## src/rtl/arm_imm_encoder.sv

```systemverilog
// Sequential ARM data-processing immediate encoder: finds {rot, imm8} with value == imm8 ROR 2*rot,
// optionally retrying on ~value (MVN/BIC form). One candidate rotation is tested per clock.
module arm_imm_encoder #(
    parameter logic ALLOW_INV_DEFAULT = 1'b1
) (
    input  logic        clk,
    input  logic        reset_n,
    input  logic        start,
    input  logic [31:0] value,
    input  logic        try_inv,
    input  logic        cin,
    output logic        busy,
    output logic        done,
    output logic        found,
    output logic [11:0] imm12,
    output logic        inverted,
    output logic        carry_out
);

    localparam logic [1:0] S_IDLE   = 2'd0;
    localparam logic [1:0] S_SEARCH = 2'd1;
    localparam logic [1:0] S_DONE   = 2'd2;

    localparam logic PASS_DIRECT = 1'b0;
    localparam logic PASS_INV    = 1'b1;

    logic [1:0]  state_q,     state_d;
    logic [31:0] value_q,     value_d;
    logic        allow_inv_q, allow_inv_d;
    logic        cin_q,       cin_d;
    logic [3:0]  rot_cnt_q,   rot_cnt_d;
    logic        pass_q,      pass_d;
    logic        found_q,     found_d;
    logic [11:0] imm12_q,     imm12_d;
    logic        inverted_q,  inverted_d;
    logic        carry_q,     carry_d;

    logic [31:0] cand_src;
    logic [5:0]  cand_sh;
    logic [31:0] cand_rot;
    logic        cand_hit;

    // Rotating the source left by 2*rot undoes the decoder's ROR; a hit leaves only 8 live bits.
    always_comb begin
        cand_src = (pass_q == PASS_INV) ? ~value_q : value_q;
        cand_sh  = {1'b0, rot_cnt_q, 1'b0};
        cand_rot = (cand_src << cand_sh) | (cand_src >> (6'd32 - cand_sh));
        cand_hit = (cand_rot[31:8] == 24'd0);
    end

    always_comb begin
        state_d     = state_q;
        value_d     = value_q;
        allow_inv_d = allow_inv_q;
        cin_d       = cin_q;
        rot_cnt_d   = rot_cnt_q;
        pass_d      = pass_q;
        found_d     = found_q;
        imm12_d     = imm12_q;
        inverted_d  = inverted_q;
        carry_d     = carry_q;

        case (state_q)
            S_IDLE: begin
                if (start) begin
                    value_d     = value;
                    allow_inv_d = try_inv;
                    cin_d       = cin;
                    rot_cnt_d   = 4'd0;
                    pass_d      = PASS_DIRECT;
                    found_d     = 1'b0;
                    imm12_d     = 12'h000;
                    inverted_d  = 1'b0;
                    carry_d     = 1'b0;
                    state_d     = S_SEARCH;
                end
            end
            S_SEARCH: begin
                if (cand_hit) begin
                    found_d    = 1'b1;
                    imm12_d    = {rot_cnt_q, cand_rot[7:0]};
                    inverted_d = (pass_q == PASS_INV);
                    // The decoded immediate equals the searched source, so its MSB is the shifter carry.
                    carry_d    = (rot_cnt_q == 4'd0) ? cin_q : cand_src[31];
                    state_d    = S_DONE;
                end else if (rot_cnt_q != 4'd15) begin
                    rot_cnt_d = rot_cnt_q + 4'd1;
                end else if ((pass_q == PASS_DIRECT) && allow_inv_q) begin
                    pass_d    = PASS_INV;
                    rot_cnt_d = 4'd0;
                end else begin
                    found_d = 1'b0;
                    state_d = S_DONE;
                end
            end
            S_DONE: begin
                state_d = S_IDLE;
            end
            default: begin
                state_d = S_IDLE;
            end
        endcase
    end

    always_ff @(posedge clk) begin
        if (!reset_n) begin
            state_q     <= S_IDLE;
            value_q     <= 32'd0;
            allow_inv_q <= ALLOW_INV_DEFAULT;
            cin_q       <= 1'b0;
            rot_cnt_q   <= 4'd0;
            pass_q      <= PASS_DIRECT;
            found_q     <= 1'b0;
            imm12_q     <= 12'h000;
            inverted_q  <= 1'b0;
            carry_q     <= 1'b0;
        end else begin
            state_q     <= state_d;
            value_q     <= value_d;
            allow_inv_q <= allow_inv_d;
            cin_q       <= cin_d;
            rot_cnt_q   <= rot_cnt_d;
            pass_q      <= pass_d;
            found_q     <= found_d;
            imm12_q     <= imm12_d;
            inverted_q  <= inverted_d;
            carry_q     <= carry_d;
        end
    end

    always_comb begin
        busy      = (state_q == S_SEARCH) || (state_q == S_DONE);
        done      = (state_q == S_DONE);
        found     = found_q;
        imm12     = imm12_q;
        inverted  = inverted_q;
        carry_out = carry_q;
    end

endmodule

```

## config.mk

```make
export PLATFORM = sky130hd
export DESIGN_NAME = arm_imm_encoder
export DESIGN_NICKNAME = d
export VERILOG_FILES = /design/src/rtl/arm_imm_encoder.sv
export SDC_FILE = /design/constraint.sdc
export NUM_CORES = 1
export LEC_CHECK = 0
export CORE_UTILIZATION = 53
export CTS_CLUSTER_SIZE = 25
export DETAILED_ROUTE_END_ITERATION = 8
export GPL_TIMING_DRIVEN = 0
export PLACE_DENSITY_LB_ADDON = 0.1
export SLEW_MARGIN = 30
export SYNTH_ARGS = -nofsm -noshare
export SYNTH_HDL_FRONTEND = slang
export SYNTH_SLANG_ARGS = --single-unit
export TNS_END_PERCENT = 50
```

## constraint.sdc

```tcl
create_clock -name clk -period 3.7 [get_ports clk]
set_input_delay 0.37 -clock clk [delete_from_list [all_inputs] [get_ports clk]]
set_output_delay 0.37 -clock clk [all_outputs]
set_load 0.005 [all_outputs]
```

== Word-level counts from Yosys, hierarchy flattened ==
Index checks and enable logic that the tools add are counted.

* Divide/modulo/power cells: 0
* $lt $le $gt $ge: 0
* Bitwise operators: 3
* Equal/unequal tests: 11
* Shift operators: 2
* Multiply operators: 0
* Reductions and logical operators: 12
* Mux-type cells: 28
* $add $sub $neg: 2

{| class="wikitable"
|+ Operators by type and width
! operator !! number
|-
| $mux W32 || 1
|-
| $not A32 Y32 || 1
|-
| $or A32 B32 Y32 || 1
|-
| $shl A32 B5 Y32 || 1
|-
| $shr A32 B6 Y32 || 1
|-
| $logic_not A24 Y1 || 1
|-
| $mux W12 || 2
|-
| $pmux W12 S2 || 1
|-
| $mux W4 || 4
|-
| $mux W1 || 10
|-
| $ne A2 B2 Y1 const B || 5
|-
| $ne A3 B3 Y1 const B || 3
|-
| $mux W2 || 4
|-
| $pmux W1 S2 || 4
|-
| $pmux W4 S2 || 1
|-
| $reduce_and A4 Y1 || 2
|-
| $reduce_and A3 Y1 || 2
|-
| $sub A6 B5 Y6 const A || 1
|-
| $reduce_and A5 Y1 || 1
|-
| $add A4 B1 Y4 const B || 1
|-
| $logic_not A4 Y1 || 1
|-
| $ne A4 B4 Y1 const B || 1
|-
| $pmux W2 S2 || 1
|-
| $eq A2 B1 Y1 const B || 1
|-
| 7 further kinds || 7
|}

* Latch bits: 0
* Memories kept: 0
* ROM bits: 0
* Bits in writable memories: 0
* Input bits: 37
* Output and inout bits: 17
* Register bits after elaboration: 56
* Word-level logic and storage cells: 68

== Longest topological paths before layout ==
* Depth after elaboration: 7
* Gate-level depth with buffers: 17
* Depth with buffers taken out: 11

== Worst setup path after synthesis ==
Ideal clock, no wire load.

* Kind: flip-flop to flip-flop
* From: register rot_cnt_q[0]
* To: register imm12_q[9], in the netlist imm12[9]
* Path buffers: 6
* Clock period less this slack: 3.639 ns
* Arrival: 3.522 ns
* Stages on the path, launching flop included: 17
* Slack: 0.061 ns
* Required time: 3.583 ns
* Setup time: 0.117 ns
* Cells stage by stage: dfxtp_1 -> buf_6 -> buf_6 -> inv_2 -> clkbuf_1 -> ha_1 -> buf_2 -> buf_2 -> mux4_2 -> xnor2_1 -> o32ai_1 -> nor4_1 -> a41oi_1 -> a211oi_4 -> o21ai_2 -> buf_6 -> a22o_1

* Word-level cells in the longest chain between the ends: 6
* Elaborated cells on any way between the ends: 7
* Those cells by class: add/sub: 1; eq/ne: 1; shift: 2; bitwise: 1; reduce/logical: 2

{| class="wikitable"
|+ RTL lines
! element !! line !! source
|-
| from (decl) || 31 || <nowiki>logic [3:0] rot_cnt_q, rot_cnt_d;</nowiki>
|-
| from (signal assigned) || 122 || <nowiki>rot_cnt_q <= rot_cnt_d;</nowiki>
|-
| $sub A6 B5 Y6 || 47 || <nowiki>cand_rot = (cand_src << cand_sh) | (cand_src >> (6'd32 - cand_sh));</nowiki>
|-
| $shr A32 B6 Y32 || 47 ||
|-
| $or A32 B32 Y32 * || 47 ||
|-
| $logic_not A24 Y1 * || 48 || <nowiki>cand_hit = (cand_rot[31:8] == 24'd0);</nowiki>
|-
| $ne A2 B2 Y1 (no line) * || -- ||
|-
| $reduce_and A3 Y1 (no line) * || -- ||
|-
| to (signal assigned) || 125 || <nowiki>imm12_q <= imm12_d;</nowiki>
|-
| to (decl) || 34 || <nowiki>logic [11:0] imm12_q, imm12_d;</nowiki>
|}

Every way passes the cells marked *; elsewhere a longest branch is shown, timed or not.
A chain may end at the register's enable or synchronous reset.

== Final worst setup path ==
* From: register rot_cnt_q[0]
* To: register rot_cnt_q[2]

* Word-level cells in the longest chain between the ends: 6
* Elaborated cells on any way between the ends: 13
* Those cells by class: add/sub: 2; eq/ne: 3; shift: 2; mux: 3; bitwise: 1; reduce/logical: 2

{| class="wikitable"
|+ RTL lines
! element !! line
|-
| $sub A6 B5 Y6 || 47
|-
| $shr A32 B6 Y32 || 47
|-
| $or A32 B32 Y32 || 47
|-
| $logic_not A24 Y1 || 48
|-
| $ne A2 B2 Y1 (no line) || --
|-
| $reduce_and A4 Y1 (no line) || --
|}

Several ways; a longest one is shown, not always the timed one. The select of a mux whose other input is x is not followed.

==> impl_metrics.csv <==
group,metric,value,unit
status,status,"completed",
detailed_routing,routedWlPerCell,19.9,um
detailed_routing,dr.pass1.iters,7,
setup_path,r2r-start,"rot_cnt_q[0]",
synthesis,synth_cells,660,
synthesis,yosysTopAreaCell,"dfxtp_1",
setup_path,worstPathArrival,3.82,ns
detailed_routing,drtIter0Drc,779,
clocking,clockRootBuffer,"clkbuf_8",
grt,track_usage,0.337,
synthesis,synth.distinct_cells,73,
die,row_count,35,
detailed_routing,wl_met2,7540,um
detailed_routing,route.met3.wl,1790,um
grt,grt_pass1_vias,5118,
synthesis,async_flop_share,0,
sta,skew,0.0140,ns
clocking,clkTransAtPathRegs,0.10,ns
min_path,hold_depth,2,
pwr,p_leak,2.29,nW
detailed_routing,ant_nets,0,
cells_and_area,num-fill-cells,843,
min_path,hold_path_startpoint,"cin_q",
detailed_routing,wirelength,17200,um
die,dieArea,10200,sq um
sta,slew_headroom,0.410,
setup_path,crit_type,"flip-flop to flip-flop",
cells_and_area,diodes,0,
synthesis,synthTopCellsByArea,"dfxtp_1, nand2_1, mux4_2",
clocking,ctsLongestPathBuffers,2,
placed_design,place.gp.congestion,0.974,
sta,worst_pin_slew,0.886,ns
pwr,irDropWorstVdd,0.000329,V
grt,grt_max_degree,17,
synthesis,ys_seq_area_frac,0.216,
die,initial_core_util,0.554,
setup_path,r2r_cells,15,
sta,finalSetupViolations,0,
setup_path,rrSetupSlack,0.10,ns
synthesis,synth_area,5190,sq um
synthesis,avgSynthCellArea,7.86,sq um
die,io_pins,54,
synthesis,synth.net_count,702,
setup_path,crit_fanout,10,
detailed_routing,vias_per_cell,6.48,
grt,antenna_found_initial,0,
pwr,powerDensity,573,nW/um^2
min_path,min_to,"cin_q",
cells_and_area,final_cell_mix,"nand2_1, dfxtp_1, clkdlybuf4s50_1, clkbuf_1, mux2i_1",
placed_design,io_buffers,53,
grt,grt_pass1_wl,26500,um
detailed_routing,wl_met1,7240,um
cells_and_area,seqCellArea,1120,sq um
detailed_routing,dr.max_layer_used,"met4",
clocking,htreeDepth,2,
detailed_routing,post-route-drc-count,0,
setup_path,worstPathRequired,3.92,ns
die,fp.dieW,101,um
setup_path,cp-end-kind,"flip-flop",
grt,overflow,0,
sta,drv_slew,0,
placed_design,hpwlAfterDp,12600,um
sta,fin_tns_setup,0,ns
setup_path,start_kind,"flip-flop",
detailed_routing,num_vias,5595,
cells_and_area,nNetsFinal,776,
sta,min_period_over_period,0.973,
clocking,cts_buffers,5,
flow_run,maxCapViolCount,0,
cells_and_area,final_cells,863,
cells_and_area,syn2layout_area_growth,20.9,%
clocking,cts_tree,"built",
die,core-area,9370,sq um
synthesis,ys_ff_latch,56,
synthesis,synth-main-ff-cell,"dfxtp_1",
placed_design,placed_cells,842,
synthesis,synth_top_area_share,0.216,
sta,hold_viol_final,0,
sta,timing.fmax,278,MHz
cells_and_area,drive_gt1_frac,0.153,
clocking,clk_latency,0.33,ns
sta,fin_crit,3.60,ns
cells_and_area,multi_input_area,3740,sq um
min_path,worstHoldPathType,"flip-flop to flip-flop",
synthesis,synth_warnings,0,
cells_and_area,final_common_cell,"nand2_1",
synthesis,synth-edff-count,0,
setup_path,regToRegEndpoint,"rot_cnt_q[2]",
clocking,clkSinkCount,56,
die,die_h,101,um
-- per-layer routing --
layer  up-vias  global-route usage
met2       377               0.524
met1      2565               0.470
met4         0               0.128
met5         -                   0
met3        70              0.0534
li1       2583                   -
-- how the worst max path moves through the flow --
stage	end	cells after the start	slack (ns)	start
3_3_place_gp	imm12[4]	16	-0.87	rot_cnt_q[0]
5_1_grt	rot_cnt_q[2]	15	-0.07	rot_cnt_q[0]
4_1_cts	imm12[4]	13	0.02	rot_cnt_q[0]
2_1_floorplan	imm12[9]	16	0.06	rot_cnt_q[0]
3_5_place_dp	imm12[4]	16	-0.92	rot_cnt_q[0]
6_report	rot_cnt_q[2]	15	0.10	rot_cnt_q[0]
-- per-stage QoR --
step / utilization / hold slack (ns) / total power [mW] / cell area, sq um / setup slack (ns)
floorplan: - / 0.444 / 2.28 / 5190 / 0.0607
global placement: 0.627 / 0.460 / 2.78 / 5880 / -0.871
detailed placement: 0.627 / 0.466 / 2.81 / 5880 / -0.924
CTS: 0.651 / 0.484 / 3.35 / 6100 / 0.0241
global route: 0.669 / 0.501 / 3.76 / 6270 / -0.0749
finish: 0.669 / 0.480 / 3.59 / 6270 / 0.101
-- registers in the layout (all words and copies together) (netlist names) --
| name | count |
|---|---|
| allow_inv_q | 1 |
| carry_out | 1 |
| cin_q | 1 |
| found | 1 |
| imm12 | 12 |
| inverted | 1 |
| pass_q | 1 |
| rot_cnt_q | 4 |
| state_q | 2 |
| value_q | 32 |
-- kinds of logic after synthesis --
kind of cell	Yosys count	share of synthesized area
compound gates	179	0.253
mux	58	0.152
buf+inv	85	0.0777
xor+xnor	38	0.0642
flops	56	0.216
fa+ha+maj	5	0.0121
simple gates	239	0.225
-- timing repair --
action / in CTS / in global routing
hold buffers: 0 / 0
cloned: 0 / 3
pin swaps: 7 / 8
buffers inserted: 6 / 6
resized for setup: 17 / 29
setup endpoints to repair: 22 / 22
-- worst max-delay path, cell delays in order (launching register included) --
cell and delay, ns:
dfxtp_2 0.38, buf_12 0.12, buf_4 0.17, buf_2 0.28
buf_2 0.33, mux2i_1 0.33, xnor2_1 0.15, nand3_1 0.10
o221ai_1 0.17, nor2_1 0.15, a41oi_2 0.19, buf_4 0.20
a211oi_4 0.36, buf_6 0.18, nor4b_1 0.05, nor3b_1 0.32
-- cells in the mapped netlist, drive strengths merged, types with 3 or more instances --
master  count
a311oi      6
o31ai       5
nor2b       4
o22ai       9
nand2b      6
nand4       6
o221ai      4
nor3       21
and3       11
clkbuf     44
buf        32
o31a        3
a21oi      23
nor2       31
a31oi       9
dfxtp      56
nand3      21
o32ai       6
ha          5
mux4       16
a211oi     11
mux2        8
nor4        8
and2        3
a22o       15
xnor2      34
o21ai      21
xor2        4
or4         5
o211ai      8
a41oi       3
nand2     101
mux2i      34
or3         7
a21boi     37
inv         9
or2         6
-- area by class of cell --
type                            count  area share
Clock inverter                      2     0.00958
Clock buffer                        5      0.0110
Buffer                             75      0.0656
Timing Repair Buffer               68       0.106
Tap cell                          129      0.0257
Multi-Input combinational cell    519       0.597
Inverter                            9     0.00578
Sequential cell                    56       0.179
-- where the power goes --
group	switching [mW]	internal, mW	leakage [nW]	total, mW
registers	0.0416	0.651	0.458	0.693
logic	1.41	1.01	1.77	2.42
clock network	0.214	0.267	0.0642	0.481
(Power assumes the default switching activity.)
